--- src/rtl/sccb_write_master.sv ---
// SCCB 3-phase write master: serialises slave ID, register address and register data on SIOC/SIOD.
// The 9th bit of each phase is released (don't-care); no ACK checking.
module sccb_write_master #(
    parameter int unsigned CLK_F    = 100_000_000,
    parameter int unsigned SCCB_F   = 100_000,
    parameter logic [7:0]  SLAVE_ID = 8'h42
) (
    input  logic       i_clk,
    input  logic       i_rstn,
    input  logic       i_start,
    input  logic [7:0] i_addr,
    input  logic [7:0] i_data,
    output logic       o_ready,
    output logic       o_sioc,
    output logic       o_siod,
    output logic       o_siod_oe
);

    localparam int unsigned QTR = CLK_F / (4 * SCCB_F);
    localparam int unsigned QW  = (QTR > 1) ? $clog2(QTR) : 1;

    if (QTR < 2) begin : g_qtr_check
        $error("sccb_write_master: CLK_F/(4*SCCB_F) must be >= 2");
    end

    typedef enum logic [1:0] {IDLE, START, BITS, STOP} state_t;

    state_t        state, nxt_state;
    logic [QW-1:0] qcnt;
    logic [1:0]    qtr, nxt_qtr;
    logic [3:0]    bitn, nxt_bitn;
    logic [1:0]    phase, nxt_phase;
    logic [7:0]    addr_q, data_q;
    logic [7:0]    cur_byte;
    logic          tick;
    logic          nxt_sioc, nxt_siod, nxt_oe;

    assign tick = (state != IDLE) && (qcnt == QW'(QTR - 1));

    // Next bus position: one quarter per tick, bits MSB first, 9 bits per phase.
    always_comb begin
        nxt_state = state;
        nxt_qtr   = qtr;
        nxt_bitn  = bitn;
        nxt_phase = phase;
        case (state)
            IDLE: begin
                if (i_start) begin
                    nxt_state = START;
                    nxt_qtr   = 2'd0;
                    nxt_bitn  = 4'd0;
                    nxt_phase = 2'd0;
                end
            end
            START: begin
                if (tick) begin
                    nxt_qtr = qtr + 2'd1;
                    if (qtr == 2'd3) nxt_state = BITS;
                end
            end
            BITS: begin
                if (tick) begin
                    nxt_qtr = qtr + 2'd1;
                    if (qtr == 2'd3) begin
                        if (bitn == 4'd8) begin
                            nxt_bitn = 4'd0;
                            if (phase == 2'd2) begin
                                nxt_phase = 2'd0;
                                nxt_state = STOP;
                            end else begin
                                nxt_phase = phase + 2'd1;
                            end
                        end else begin
                            nxt_bitn = bitn + 4'd1;
                        end
                    end
                end
            end
            STOP: begin
                if (tick) begin
                    nxt_qtr = qtr + 2'd1;
                    if (qtr == 2'd3) nxt_state = IDLE;
                end
            end
            default: nxt_state = IDLE;
        endcase
    end

    // Bus levels for the position being entered; registered below.
    always_comb begin
        nxt_sioc = 1'b1;
        nxt_siod = 1'b1;
        nxt_oe   = 1'b1;
        case (nxt_phase)
            2'd0:    cur_byte = SLAVE_ID;
            2'd1:    cur_byte = addr_q;
            default: cur_byte = data_q;
        endcase
        case (nxt_state)
            START: begin
                nxt_sioc = (nxt_qtr != 2'd3);
                nxt_siod = (nxt_qtr == 2'd0);
            end
            BITS: begin
                nxt_sioc = (nxt_qtr == 2'd1) || (nxt_qtr == 2'd2);
                if (nxt_bitn == 4'd8) begin
                    nxt_oe = 1'b0;
                end else begin
                    nxt_siod = cur_byte[3'd7 - nxt_bitn[2:0]];
                end
            end
            STOP: begin
                nxt_sioc = (nxt_qtr != 2'd0);
                nxt_siod = (nxt_qtr >= 2'd2);
            end
            default: ;
        endcase
    end

    always_ff @(posedge i_clk) begin
        if (!i_rstn) begin
            state     <= IDLE;
            qcnt      <= '0;
            qtr       <= 2'd0;
            bitn      <= 4'd0;
            phase     <= 2'd0;
            addr_q    <= 8'd0;
            data_q    <= 8'd0;
            o_ready   <= 1'b1;
            o_sioc    <= 1'b1;
            o_siod    <= 1'b1;
            o_siod_oe <= 1'b1;
        end else begin
            state     <= nxt_state;
            qtr       <= nxt_qtr;
            bitn      <= nxt_bitn;
            phase     <= nxt_phase;
            qcnt      <= (state == IDLE || tick) ? '0 : qcnt + QW'(1);
            o_ready   <= (nxt_state == IDLE);
            o_sioc    <= nxt_sioc;
            o_siod    <= nxt_siod;
            o_siod_oe <= nxt_oe;
            if (state == IDLE && i_start) begin
                addr_q <= i_addr;
                data_q <= i_data;
            end
        end
    end

endmodule
--- config.mk ---
export PLATFORM = sky130hd
export DESIGN_NAME = sccb_write_master
export DESIGN_NICKNAME = d
export VERILOG_FILES = /design/src/rtl/sccb_write_master.sv
export SDC_FILE = /design/constraint.sdc
export NUM_CORES = 1
export LEC_CHECK = 0
export BUFFER_PORTS_ARGS = -buffer_cell sky130_fd_sc_hd__buf_4
export CAP_MARGIN = 20
export CELL_PAD_IN_SITES_DETAIL_PLACEMENT = 1
export CELL_PAD_IN_SITES_GLOBAL_PLACEMENT = 2
export CORE_MARGIN = 2
export CORE_UTILIZATION = 38
export DETAILED_ROUTE_END_ITERATION = 16
export PLACE_DENSITY = 0.93
export SKIP_LAST_GASP = 1
export SLEW_MARGIN = 10
export SYNTH_ARGS = -nofsm -noshare
export SYNTH_HDL_FRONTEND = slang
export SYNTH_SLANG_ARGS = --single-unit
--- constraint.sdc ---
create_clock -name i_clk -period 4.8 [get_ports i_clk]
set_input_delay 0.48 -clock i_clk [delete_from_list [all_inputs] [get_ports i_clk]]
set_output_delay 0.48 -clock i_clk [all_outputs]
set_load 0.05 [all_outputs]
---- After elaboration in Yosys (flattened, before gate mapping) ----
Index checks and enable logic that the tools add are counted.
word-level totals
  output and inout port bits .............. 4
  word-level logic and storage cells ...... 78
  register bits ........................... 38
  input port bits ......................... 19
cells by class
  bitwise operators ....................... 1
  $add $sub $neg .......................... 5
  mux-type cells .......................... 31
  $lt $le $gt $ge ......................... 2
  reductions and logical operators ........ 13
  equality and inequality tests ........... 15
operators by type and width
  operator                                                               count
  2-bit two-way mux                                                      16
  4-bit two-way mux                                                      4
  8-bit case mux with 2 select lines                                     1
  2-bit equality test, second input constant                             7
  8-bit by 1-bit adder with 8-bit output, second input constant          1
  2-bit by 1-bit equality test with 1-bit output, second input constant  4
  4-bit equality test, second input constant                             2
  8-bit equality test, second input constant                             1
  2-bit zero test                                                        4
  2-bit case mux with 2 select lines                                     2
  2-bit case mux with 4 select lines                                     1
  4-bit case mux with 2 select lines                                     1
  1-bit case mux with 3 select lines                                     2
  2-bit by 1-bit adder with 2-bit output, second input constant          2
  4-bit by 1-bit adder with 4-bit output, second input constant          1
  3-bit by 4-bit < comparator with 1-bit output, second input constant   1
  2-bit nonzero test                                                     2
  1-bit binary-select mux with 3-bit select                              1
  1-bit two-way mux                                                      3
  3-bit OR reduction                                                     1
  3-bit subtractor, first input constant                                 1
  2-bit greater-or-equal comparator, second input constant               1
  1-bit logical AND                                                      2
  1-bit logical OR                                                       2
  other kinds (4)                                                        4

---- Depth between registers and ports, before layout ----
Gate-level depths: netlist of the first run.
  word-level depth ........................ 12
  gate-level depth with buffers ........... 12
  depth with buffers taken out ............ 12

---- Worst setup path before layout of the first run ----
Ideal clock, no wire load.
  path type ............................... flip-flop to flip-flop
  from .................................... register qcnt[0]
  to ...................................... register o_siod
  buffers on the path ..................... 0
  data arrival time ....................... 2.184 ns
  setup time .............................. 0.120 ns
  clock period less this slack ............ 2.304 ns
  path slack .............................. 2.496 ns
  cell stages (with the launch flop) ...... 10
  data required time ...................... 4.680 ns
  cells stage by stage .................... dfxtp_1 ha_1 nand4b_4 nor3_1 mux2i_1 inv_1 ha_1 o21ai_0 o221ai_2 a211o_1
between the ends
  elaborated cells on any way between the ends .. 26
  classes of those cells .................. add/sub (1); order compare (1); eq/ne (6); mux (15); reduce/logical (3)
RTL lines
  element                                                                      RTL line    RTL
  start, declared                                                              29          logic [QW-1:0] qcnt;
  start signal, assigned                                                       138         qcnt <= (state == IDLE || tick) ? '0 : qcnt + QW'(1);
  8-bit equality test *                                                        38          assign tick = (state != IDLE) && (qcnt == QW'(QTR - 1));
  1-bit logical AND *                                                          38
  2-bit two-way mux *                                                          56, 62, 80
  2-bit case mux with 2 select lines *                                         46          case (state)
  net nxt_qtr[0]                                                               30          logic [1:0] qtr, nxt_qtr;
  2-bit greater-or-equal comparator / 2-bit zero test (equally long branches)  114, 102
  1-bit case mux with 3 select lines *                                         99          case (nxt_state)
  end signal, assigned                                                         141         o_siod <= nxt_siod;
  end, declared                                                                15          output logic o_siod,
The timed path passes the listed nets; every way through them passes the cells marked *. The select of a mux whose other input is x is not followed.
A chain may end at the register's enable or synchronous reset.

---- Worst setup path in the final report of the first run ----
  from .................................... register state[1]
  to ...................................... register o_siod
between the ends
  cells in the longest elaborated chain, start to end .. 10
  elaborated cells on any way between the ends .. 37
  classes of those cells .................. add/sub (1); order compare (1); eq/ne (8); mux (21); reduce/logical (6)
RTL lines
  element                                                                   RTL line  RTL
  start, declared                                                           28        state_t state, nxt_state;
  start signal, assigned                                                    134       state <= nxt_state;
  parallel branches: the longest is 9 deep, another holds 3-bit subtractor  n/a
  1-bit case mux with 3 select lines *                                      99
Every way passes the cells marked *. The select of a mux whose other input is x is not followed.

==> results of run 1 <==
[layout make-up]
cell class | count | area, um^2 | area share [%]
well taps | 72 | 90.09 | 3.698
clock buffers | 5 | 68.82 | 2.825
multi-input cells | 181 | 1270 | 52.13
inverters | 9 | 33.78 | 1.387
repair buffers | 23 | 172.7 | 7.088
clock inverters | 3 | 40.04 | 1.644
flip-flops and latches | 38 | 760.7 | 31.23
[layout by cell type (no fill, tap or decap), types with 4 or more instances in the layout]
cell type / Yosys / routed
nand2_1: 45 / 45
buf_4: 0 / 23
dfxtp_1: 38 / 38
inv_1: 9 / 9
mux2i_1: 4 / 4
and3_1: 4 / 4
a21boi_0: 18 / 18
nor2_1: 10 / 10
nor2b_1: 4 / 4
nand3_1: 5 / 5
a21oi_1: 7 / 7
ha_1: 8 / 8
o21ai_0: 5 / 5
and2_1: 8 / 8
clkbuf_8: 0 / 5
[flip-flops by register name, summed over array words and instances (netlist names)]
signal,flops
phase,2
qtr,2
addr_q,8
o_siod_oe,1
o_ready,1
qcnt,8
bitn,4
data_q,8
o_siod,1
state,2
o_sioc,1
[worst reg2reg max path: cells and delay by family, from the launching register on]
family,cells,cell delay [ps]
AO/OA/AOI/OAI,3,470
flip-flops,1,610
multiplexers,2,680
AND/OR/NAND/NOR,2,840
[per-layer routing]
metal	routed length, um	vias up	GRT usage, %
met3	114	8	3.448
met4	86	0	7.368
met1	2298	843	22.68
li1	-	883	-
met2	2466	18	29.05
met5	0	-	0
[how the worst max path moves through the flow]
| stage | from | endpoint |
|---|---|---|
| finish | state[1] | o_siod |
| detailed placement | state[1] | o_siod |
| floorplan | qcnt[0] | o_siod |
| global placement | i_start | o_siod |
| global route | state[1] | o_siod |
| CTS | state[0] | o_siod |
[cell families (layout without fill, tap and decap cells)]
logic type                 after synthesis  in the layout  synth area share [%]
and+or+nand+nor                        108            108                 29.71
buffers and inverters                   17             40                 3.162
muxes                                    7              7                 4.594
AOI/OAI and AO/OA                       52             52                 18.97
xor gates and xnor gates                 6              6                 2.506
DFF                                     38             38                 36.28
adders and majority gates                8              8                 4.773
[power by group through the flow]
stage          logic (mW)  registers (mW)  clock network [mW]
6_report           0.0458           0.332               0.269
5_1_grt            0.0515           0.333               0.292
4_1_cts            0.0460           0.332               0.279
3_5_place_dp       0.0461           0.339                   0
3_3_place_gp       0.0444           0.339                   0
2_1_floorplan      0.0263           0.338                   0
==> flow_summary.json, run 1 <==
{
  "outcome": "complete, no violations",
  "holdPathEnd": "addr_q[3]",
  "cts_buffers": 5,
  "yosysTopAreaCellShare_pct": 36.28,
  "synth_top_area_cell": "dfxtp_1",
  "rrSetupSlack_ps": 2110,
  "crit_buf_inv": 0,
  "syn_nets": 263,
  "die_area_um2": 6129,
  "core_area_um2": 5405,
  "cts_resized": 0,
  "die_y_um": 78.29,
  "drtIter0Drc": 43,
  "firstDrtPassIters": 4,
  "critPathLaunchType": "flip-flop",
  "post-cts-setup-buffers": 0,
  "switching_share_pct": 22.84,
  "cts_sinks": 38,
  "p_sw_uw": 147.8,
  "antenna_left": 0,
  "dp_slack_ps": 2102,
  "cts_hold_buf": 0,
  "grt_remaining_overflow": 0,
  "cp.depth": 7,
  "fillers": 665,
  "skew_ps": 6.608,
  "critPathSlowestCell": "or3b_1",
  "cp_top_family": "simple AND/OR/NAND/NOR gates",
  "hold_viol": 0,
  "htree_levels": 2,
  "cp_data_arrival_time_ps": 2880,
  "power_frac_seq_pct": 51.3,
  "io_pins": 23,
  "end_kind": "flip-flop",
  "powerDensity_nw_per_um2": 265.5,
  "placed_cells": 322,
  "clockBufferDepth": 2,
  "drv_slew": 0,
  "syn_inst": 236,
  "hold_ws_ps": 432.8,
  "holdPathStages": 3,
  "cts-root-buf": "clkbuf_8",
  "cp_max_fo": 21,
  "hold_class": "in2reg",
  "die-width_um": 78.29,
  "cts_tree": "yes",
  "clkLatencyLatePin_ps": 300,
  "pwr-share-clk_pct": 41.7,
  "netlist_area_um2": 2097,
  "setup_viol": 0,
  "max_freq_mhz": 371.9,
  "slew-limit-headroom_pct": 54.26,
  "fin_cells": 331,
  "synth_seq_area_share_pct": 36.28,
  "grt_usage_pct": 17.67,
  "p_int_uw": 499.1,
  "nNetsFinal": 285,
  "grt_max_degree": 28,
  "fin_ws_ps": 2111,
  "critical_path_class": "reg2reg",
  "fin_crit_sh_pct": 56.01,
  "antennaDiodeCount": 0,
  "port_buffers": 22,
  "synthTopCellsByArea": "dfxtp_1 36%, nand2_1 8.1%, a21boi_0 6.4%",
  "grt_pass1_wl_mm": 8.424,
  "dp_hpwl_mm": 3.775,
  "start_util_pct": 38.80,
  "maxCapViolations": 0,
  "final_area_um2": 2436,
  "path_cells": "or3b_1 > nand2_1 > mux2i_4 > mux2_1 > a21oi_1 > o21ai_1 > a211o_1",
  "ys_warn_count": 0,
  "synth_common_cells": "45 x nand2_1, 38 x dfxtp_1, 18 x a21boi_0",
  "cp.required_ps": 5000,
  "layout-drive-gt1-share_pct": 18.15,
  "period_needed_ps": 2689,
  "irDropWorstVdd_mv": 0.1518,
  "synthArstFlopShare_pct": 0,
  "drt_wl_total_mm": 4.965,
  "routedWlPerCell_um": 15.00,
  "power_uw": 646.9,
  "p_comb_share_pct": 7.1,
  "synth.distinct_cells": 58,
  "yosysMostFrequentCell": "nand2_1",
  "routabilityCongestion": 0.8016,
  "vias_per_cell": 5.293,
  "tightest_slew_ps": 686.1,
  "rsz0062_at_grt": "no",
  "power_leakage_nw": 0.9564,
  "hold_start": "i_addr[3]",
  "post_dp_cell_area_um2": 2320,
  "antenna_found_initial": 0,
  "syn_area_per_cell_um2": 8.886,
  "synth_edf_count": 0,
  "r2r_end": "o_siod",
  "rows": 27,
  "ys.flop_type": "dfxtp_1",
  "post-route-util_pct": 45.07,
  "grt_pass1_vias": 1756,
  "vias": 1752,
  "drc": 0,
  "ys_seq_elements": 38,
  "cts.clk_slew.worst_paths_ps": 80,
  "tns_ps": 0,
  "areaGrowthSynthToFinish_pct": 16.17,
  "r2r_start": "state[1]",
  "reg2reg_depth": 7,
  "crit_path_max_incr_delay_ps": 640
}
(Power assumes the default switching activity.)
==> inputs of run 2 (changes only) <==
- CORE_UTILIZATION: 38 -> 36
- PLACE_DENSITY: 0.93 -> 0.89
- clock period: 4.8 -> 2.5 ns (I/O delays scaled with it)
==> run 2 against run 1 <==
  * Non-clock buffer count grew 14
  * Clock skew shrank 0.63 ps
  * First-iteration DRC count is 93% higher
  * Die area grew 5.3%
  * Sequential share of layout area is 1.6 points lower
  * Cell count up 4.2%
  * Hold slack got worse by 230 ps
  * Largest cell class unchanged
==> flow_summary.json, run 2 (synthesized netlist as in run 1, its figures left out) <==
{
  "end_kind": "flip-flop",
  "maxCapViolations": 0,
  "drc": 0,
  "power_frac_seq_pct": 50.2,
  "cts_tree": "yes",
  "p_comb_share_pct": 7.8,
  "antennaDiodeCount": 0,
  "powerDensity_nw_per_um2": 491.4,
  "dp_hpwl_mm": 4.017,
  "dr_wl_met2_mm": 2.703,
  "fin_crit_sh_pct": 95.72,
  "layout-drive-gt1-share_pct": 24.54,
  "hold_viol": 0,
  "htree_levels": 2,
  "grt_remaining_overflow": 0,
  "cts.clk_slew.worst_paths_ps": 80,
  "slew-limit-headroom_pct": 54.45,
  "critical_path_class": "reg2reg",
  "cp.depth": 10,
  "areaGrowthSynthToFinish_pct": 22.91,
  "irDropWorstVdd_mv": 0.2433,
  "power_leakage_nw": 1.021,
  "port_buffers": 22,
  "firstDrtPassIters": 4,
  "die_y_um": 80.32,
  "wl_met1_mm": 2.495,
  "drtIter0Drc": 83,
  "start_util_pct": 37.62,
  "io_pins": 23,
  "antenna_found_initial": 0,
  "rsz0062_at_grt": "no",
  "cp_data_arrival_time_ps": 2590,
  "tns_ps": 0,
  "vias_per_cell": 5.333,
  "period_needed_ps": 2393,
  "grt_pass1_wl_mm": 8.983,
  "dp_slack_ps": 22.45,
  "p_sw_uw": 298.1,
  "mostFrequentLayoutCell": "nand2_1",
  "drt_wl_total_mm": 5.527,
  "crit_path_max_incr_delay_ps": 400,
  "crit_buf_inv": 2,
  "skew_ps": 5.975,
  "clkLatencyLatePin_ps": 300,
  "max_freq_mhz": 417.9,
  "setup_viol": 0,
  "drv_slew": 0,
  "routabilityCongestion": 0.7533,
  "die_area_um2": 6451,
  "p_int_uw": 968.5,
  "cts_buffers": 5,
  "cp_max_fo": 5,
  "grt_usage_pct": 18.41,
  "cp_top_family": "compound AO/OA/AOI/OAI gates",
  "nNetsFinal": 299,
  "grt_pass1_vias": 1800,
  "switching_share_pct": 23.53,
  "antenna_left": 0,
  "largestRegisters": "addr_q x8, data_q x8, qcnt x8",
  "pwr-share-clk_pct": 42.0,
  "core_area_um2": 5574,
  "cts_sinks": 38,
  "mostFrequentLayoutCells": "45 x nand2_1, 37 x buf_4, 36 x dfxtp_1",
  "path_cells": "inv_1 > ha_2 > nand4b_4 > buf_4 > o41ai_4 > nand3_2 > a22oi_2 > nand3_1 > and4_1 > a211o_1",
  "dr.max_layer_used": "met4",
  "vias": 1840,
  "holdPathStages": 3,
  "clockBufferDepth": 2,
  "critPathSlowestCell": "o41ai_4",
  "cp.required_ps": 2700,
  "cts-root-buf": "clkbuf_8",
  "wl_met3_um": 227,
  "grt_max_degree": 28,
  "rows": 27,
  "tightest_slew_ps": 680.3,
  "die-width_um": 80.32,
  "critPathLaunchType": "flip-flop",
  "fin_ws_ps": 107.1,
  "fillers": 664,
  "post-route-util_pct": 46.24,
  "hold_class": "in2reg",
  "outcome": "complete, no violations",
  "routedWlPerCell_um": 16.02,
  "reg2reg_depth": 10
}
==> run 2: changes by cell type in the layout (fill, tap and decap cells not counted), moves of 2 or more <==
| cell | delta |
|---|---|
| dfxtp_1 | -2 |
| buf_4 | +14 |
| dfxtp_2 | +2 |
| clkinv_2 | -2 |
==> run 2: per-layer routing <==
metal,vias to the layer above,GRT usage [%]
met5,-,0
met4,0,8.305
met3,9,3.596
met2,37,29.83
met1,880,23.54
li1,914,-
==> run 2: final timing paths <==
kind,end,from,slack (ps)
hold reg to reg,qcnt[0],qcnt[0],460
setup reg to reg,o_siod,qcnt[1],110
hold / removal,data_q[4],i_data[4],200
setup / recovery,o_siod,qcnt[1],110
==> run 2: per-stage QoR <==
| stage | cells | power (mW) | hold WS (ps) | area, um^2 |
|---|---|---|---|---|
| 6_report | 345 | 1.267 | 200.4 | 2577 |
| 5_1_grt | 345 | 1.320 | 205.1 | 2577 |
| 4_1_cts | 342 | 1.278 | 194.8 | 2520 |
| 3_5_place_dp | 334 | 0.7477 | 460.9 | 2410 |
| 3_3_place_gp | 334 | 0.7436 | 453.8 | 2410 |
| 2_1_floorplan | 236 | 0.6992 | 394.9 | 2097 |
==> run 2: worst min-delay path: cells and delay by family <==
family	cells	cell delay (ps)
AO/OA/AOI/OAI	1	60
buffers and inverters	1	110
AND/OR/NAND/NOR	1	40
==> run 2: repair_timing <==
| item | in CTS | in global routing |
|---|---|---|
| setup endpoints to repair | 0 | 1 |
| resized for setup | 0 | 9 |
| setup buffers | 0 | 3 |
| hold buffers | 0 | 0 |
==> run 2: power by group through the flow <==
stage | Clock (mW) | Combinational, mW | Sequential [mW]
floorplan | 0 | 0.0505 | 0.649
global placement | 0 | 0.0951 | 0.648
global route | 0.572 | 0.110 | 0.638
finish | 0.532 | 0.0994 | 0.635
CTS | 0.543 | 0.0999 | 0.635
detailed placement | 0 | 0.0984 | 0.649
==> run 2: layout make-up <==
class                           instances  area (um^2)  area share (%)
Sequential cell                        38        763.2           29.61
Clock inverter                          2        37.54           1.456
Tap cell                               72        90.09           3.495
Timing Repair Buffer                   37        277.8           10.78
Inverter                                9        33.78           1.311
Clock buffer                            6        72.57           2.816
Multi-Input combinational cell        181         1303           50.53
==> inputs of run 3 (changes only) <==
--- a/config.mk
+++ b/config.mk
@@ -7,5 +7,4 @@
 export LEC_CHECK = 0
 export BUFFER_PORTS_ARGS = -buffer_cell sky130_fd_sc_hd__buf_4
-export CAP_MARGIN = 20
 export CELL_PAD_IN_SITES_DETAIL_PLACEMENT = 1
 export CELL_PAD_IN_SITES_GLOBAL_PLACEMENT = 2
@@ -13,4 +12,5 @@
 export CORE_UTILIZATION = 36
 export DETAILED_ROUTE_END_ITERATION = 16
+export GPL_TIMING_DRIVEN = 0
 export PLACE_DENSITY = 0.89
 export SKIP_LAST_GASP = 1
==> constraint.sdc (replaced) <==
create_clock -name i_clk -period 2.5 [get_ports i_clk]
set_input_delay 0.5 -clock i_clk [delete_from_list [all_inputs] [get_ports i_clk]]
set_output_delay 0.5 -clock i_clk [all_outputs]
set_load 0.05 [all_outputs]
==> run 3 against run 2 <==
  * Combinational power fell by 4.7%
  * Sequential share of layout area rose by 0.37 points
  * First-iteration DRC count fell by 12%
  * Critical path depth fell by 2
  * Power fell by 8.5%
  * Via count fell by 2.0%
  * Sequential cell count did not move
  * Clock power fell by 19%
  * Clock skew fell by 2.2 ps
  * Sequential power barely moved
  * Critical endpoint unchanged
  * Highest routed layer unchanged
==> flow_summary.json, run 3 (synthesized netlist as in run 1, its figures left out) <==
{
  "p_comb_share_pct": 8.2,
  "die_area_um2": 6451,
  "pwr-share-clk_pct": 37.1,
  "drt_wl_total_mm": 5.224,
  "areaGrowthSynthToFinish_pct": 21.78,
  "critical_path_class": "reg2reg",
  "power_frac_seq_pct": 54.8,
  "grt_pass1_vias": 1820,
  "hold_ws_ps": 459.8,
  "clockBufferDepth": 2,
  "p_int_uw": 880.1,
  "drc": 0,
  "cts.clk_slew.worst_paths_ps": 70,
  "path_cells": "ha_1 > and4_4 > nand3_4 > mux2i_4 > buf_4 > or4_4 > o221ai_2 > a211o_1",
  "power_leakage_nw": 1.017,
  "layout-drive-gt1-share_pct": 24.63,
  "firstDrtPassIters": 4,
  "grt_max_degree": 11,
  "drv_slew": 0,
  "critPathSlowestCell": "or4_4",
  "start_util_pct": 37.62,
  "p_sw_uw": 279.5,
  "skew_ps": 3.727,
  "mostFrequentLayoutCells": "45 x nand2_1, 34 x dfxtp_1, 29 x buf_4",
  "grt_use_met1_pct": 22.95,
  "powerDensity_nw_per_um2": 454.1,
  "nNetsFinal": 300,
  "port_buffers": 22,
  "largestRegisters": "addr_q x8, data_q x8, qcnt x8",
  "routedWlPerCell_um": 15.19,
  "vias": 1803,
  "slew-limit-headroom_pct": 53.43,
  "setup_viol": 0,
  "cts_hold_buf": 0,
  "maxCapViolations": 0,
  "grt_usage_pct": 17.76,
  "die_y_um": 80.32,
  "use_met3_pct": 3.146,
  "clkLatencyLatePin_ps": 290,
  "placed_cells": 330,
  "critPathLaunchType": "flip-flop",
  "drtIter0Drc": 73,
  "met2_usage_pct": 29.58,
  "fin_cells": 344,
  "switching_share_pct": 24.10,
  "routabilityCongestion": 0.7963,
  "max_freq_mhz": 420.5,
  "htree_levels": 2,
  "cts_tree": "yes",
  "post-route-util_pct": 45.81,
  "post_dp_cell_area_um2": 2352,
  "final_area_um2": 2554,
  "dp_hpwl_mm": 3.839,
  "cts-root-buf": "clkbuf_8",
  "cp.required_ps": 2740,
  "cts_sinks": 38,
  "mostFrequentLayoutCell": "nand2_1",
  "rows": 27,
  "irDropWorstVdd_mv": 0.2405,
  "end_kind": "flip-flop",
  "cp_data_arrival_time_ps": 2620,
  "tightest_slew_ps": 696.0,
  "period_needed_ps": 2378,
  "vias_per_cell": 5.241,
  "cp_max_fo": 6,
  "fin_ws_ps": 121.6,
  "cts_buffers": 5,
  "fin_crit_sh_pct": 95.13,
  "hold_class": "in2reg",
  "dp_slack_ps": -250.9,
  "antenna_left": 0,
  "outcome": "complete, no violations",
  "grt_remaining_overflow": 0,
  "antenna_found_initial": 0,
  "core_area_um2": 5574,
  "hold_viol": 0,
  "grt_pass1_wl_mm": 8.907,
  "antennaDiodeCount": 0,
  "grt_most_used_layer": "met2",
  "crit_path_max_incr_delay_ps": 530,
  "die-width_um": 80.32,
  "io_pins": 23
}
-- run 3: final timing paths --
kind / start / to / slack [ps] / depth (start not counted)
setup / recovery: qtr[0] / o_siod / 120 / 8
hold / removal: i_data[2] / data_q[2] / 460 / 3
hold reg to reg: data_q[2] / data_q[2] / 460 / 2
setup reg to reg: qtr[0] / o_siod / 120 / 8
-- run 3: power groups by stage --
stage          sequential (mW)  combinational, mW  clock [mW]
4_1_cts                  0.634             0.0956       0.441
6_report                 0.635             0.0947       0.430
5_1_grt                  0.638              0.108       0.458
2_1_floorplan            0.649             0.0505           0
3_3_place_gp             0.648             0.0930           0
3_5_place_dp             0.649             0.0945           0
-- run 3: routing by layer --
metal / share of wire [%] / vias up / wire length (um)
met4: 1.7 / 0 / 91
met1: 46 / 862 / 2426
met5: 0 / - / 0
li1: - / 905 / -
met3: 3.0 / 8 / 159
met2: 49 / 28 / 2547
-- run 3: critical path, delay by kind of cell (launching register included) --
family	cells	cell delay [ps]
flops	1	380
simple gates	3	970
mux	1	260
compound gates	2	320
buf+inv	1	170
fa+ha+maj	1	210
-- run 3: cell type report --
type	instances	area [um^2]
Fill cell	667	3020
Multi-Input combinational cell	181	1319
Sequential cell	38	765.7
Timing Repair Buffer	30	229.0
Tap cell	72	90.09
Clock buffer	6	82.58
Buffer	8	33.78
Inverter	9	33.78
-- run 3: through the flow --
step	TNS (ps)	power, mW
final	0	1.160
after global routing	-8.492	1.204
after floorplan	0	0.6992
after CTS	0	1.171
after detailed placement	-250.9	0.7433
after global placement	-190.1	0.7405
-- run 3: repair_timing --
action                                  in CTS  in global routing
endpoints found under the setup margin       1                  1
resized for setup                            5                 14
pin swaps                                    1                  5
setup buffers                                5                  3
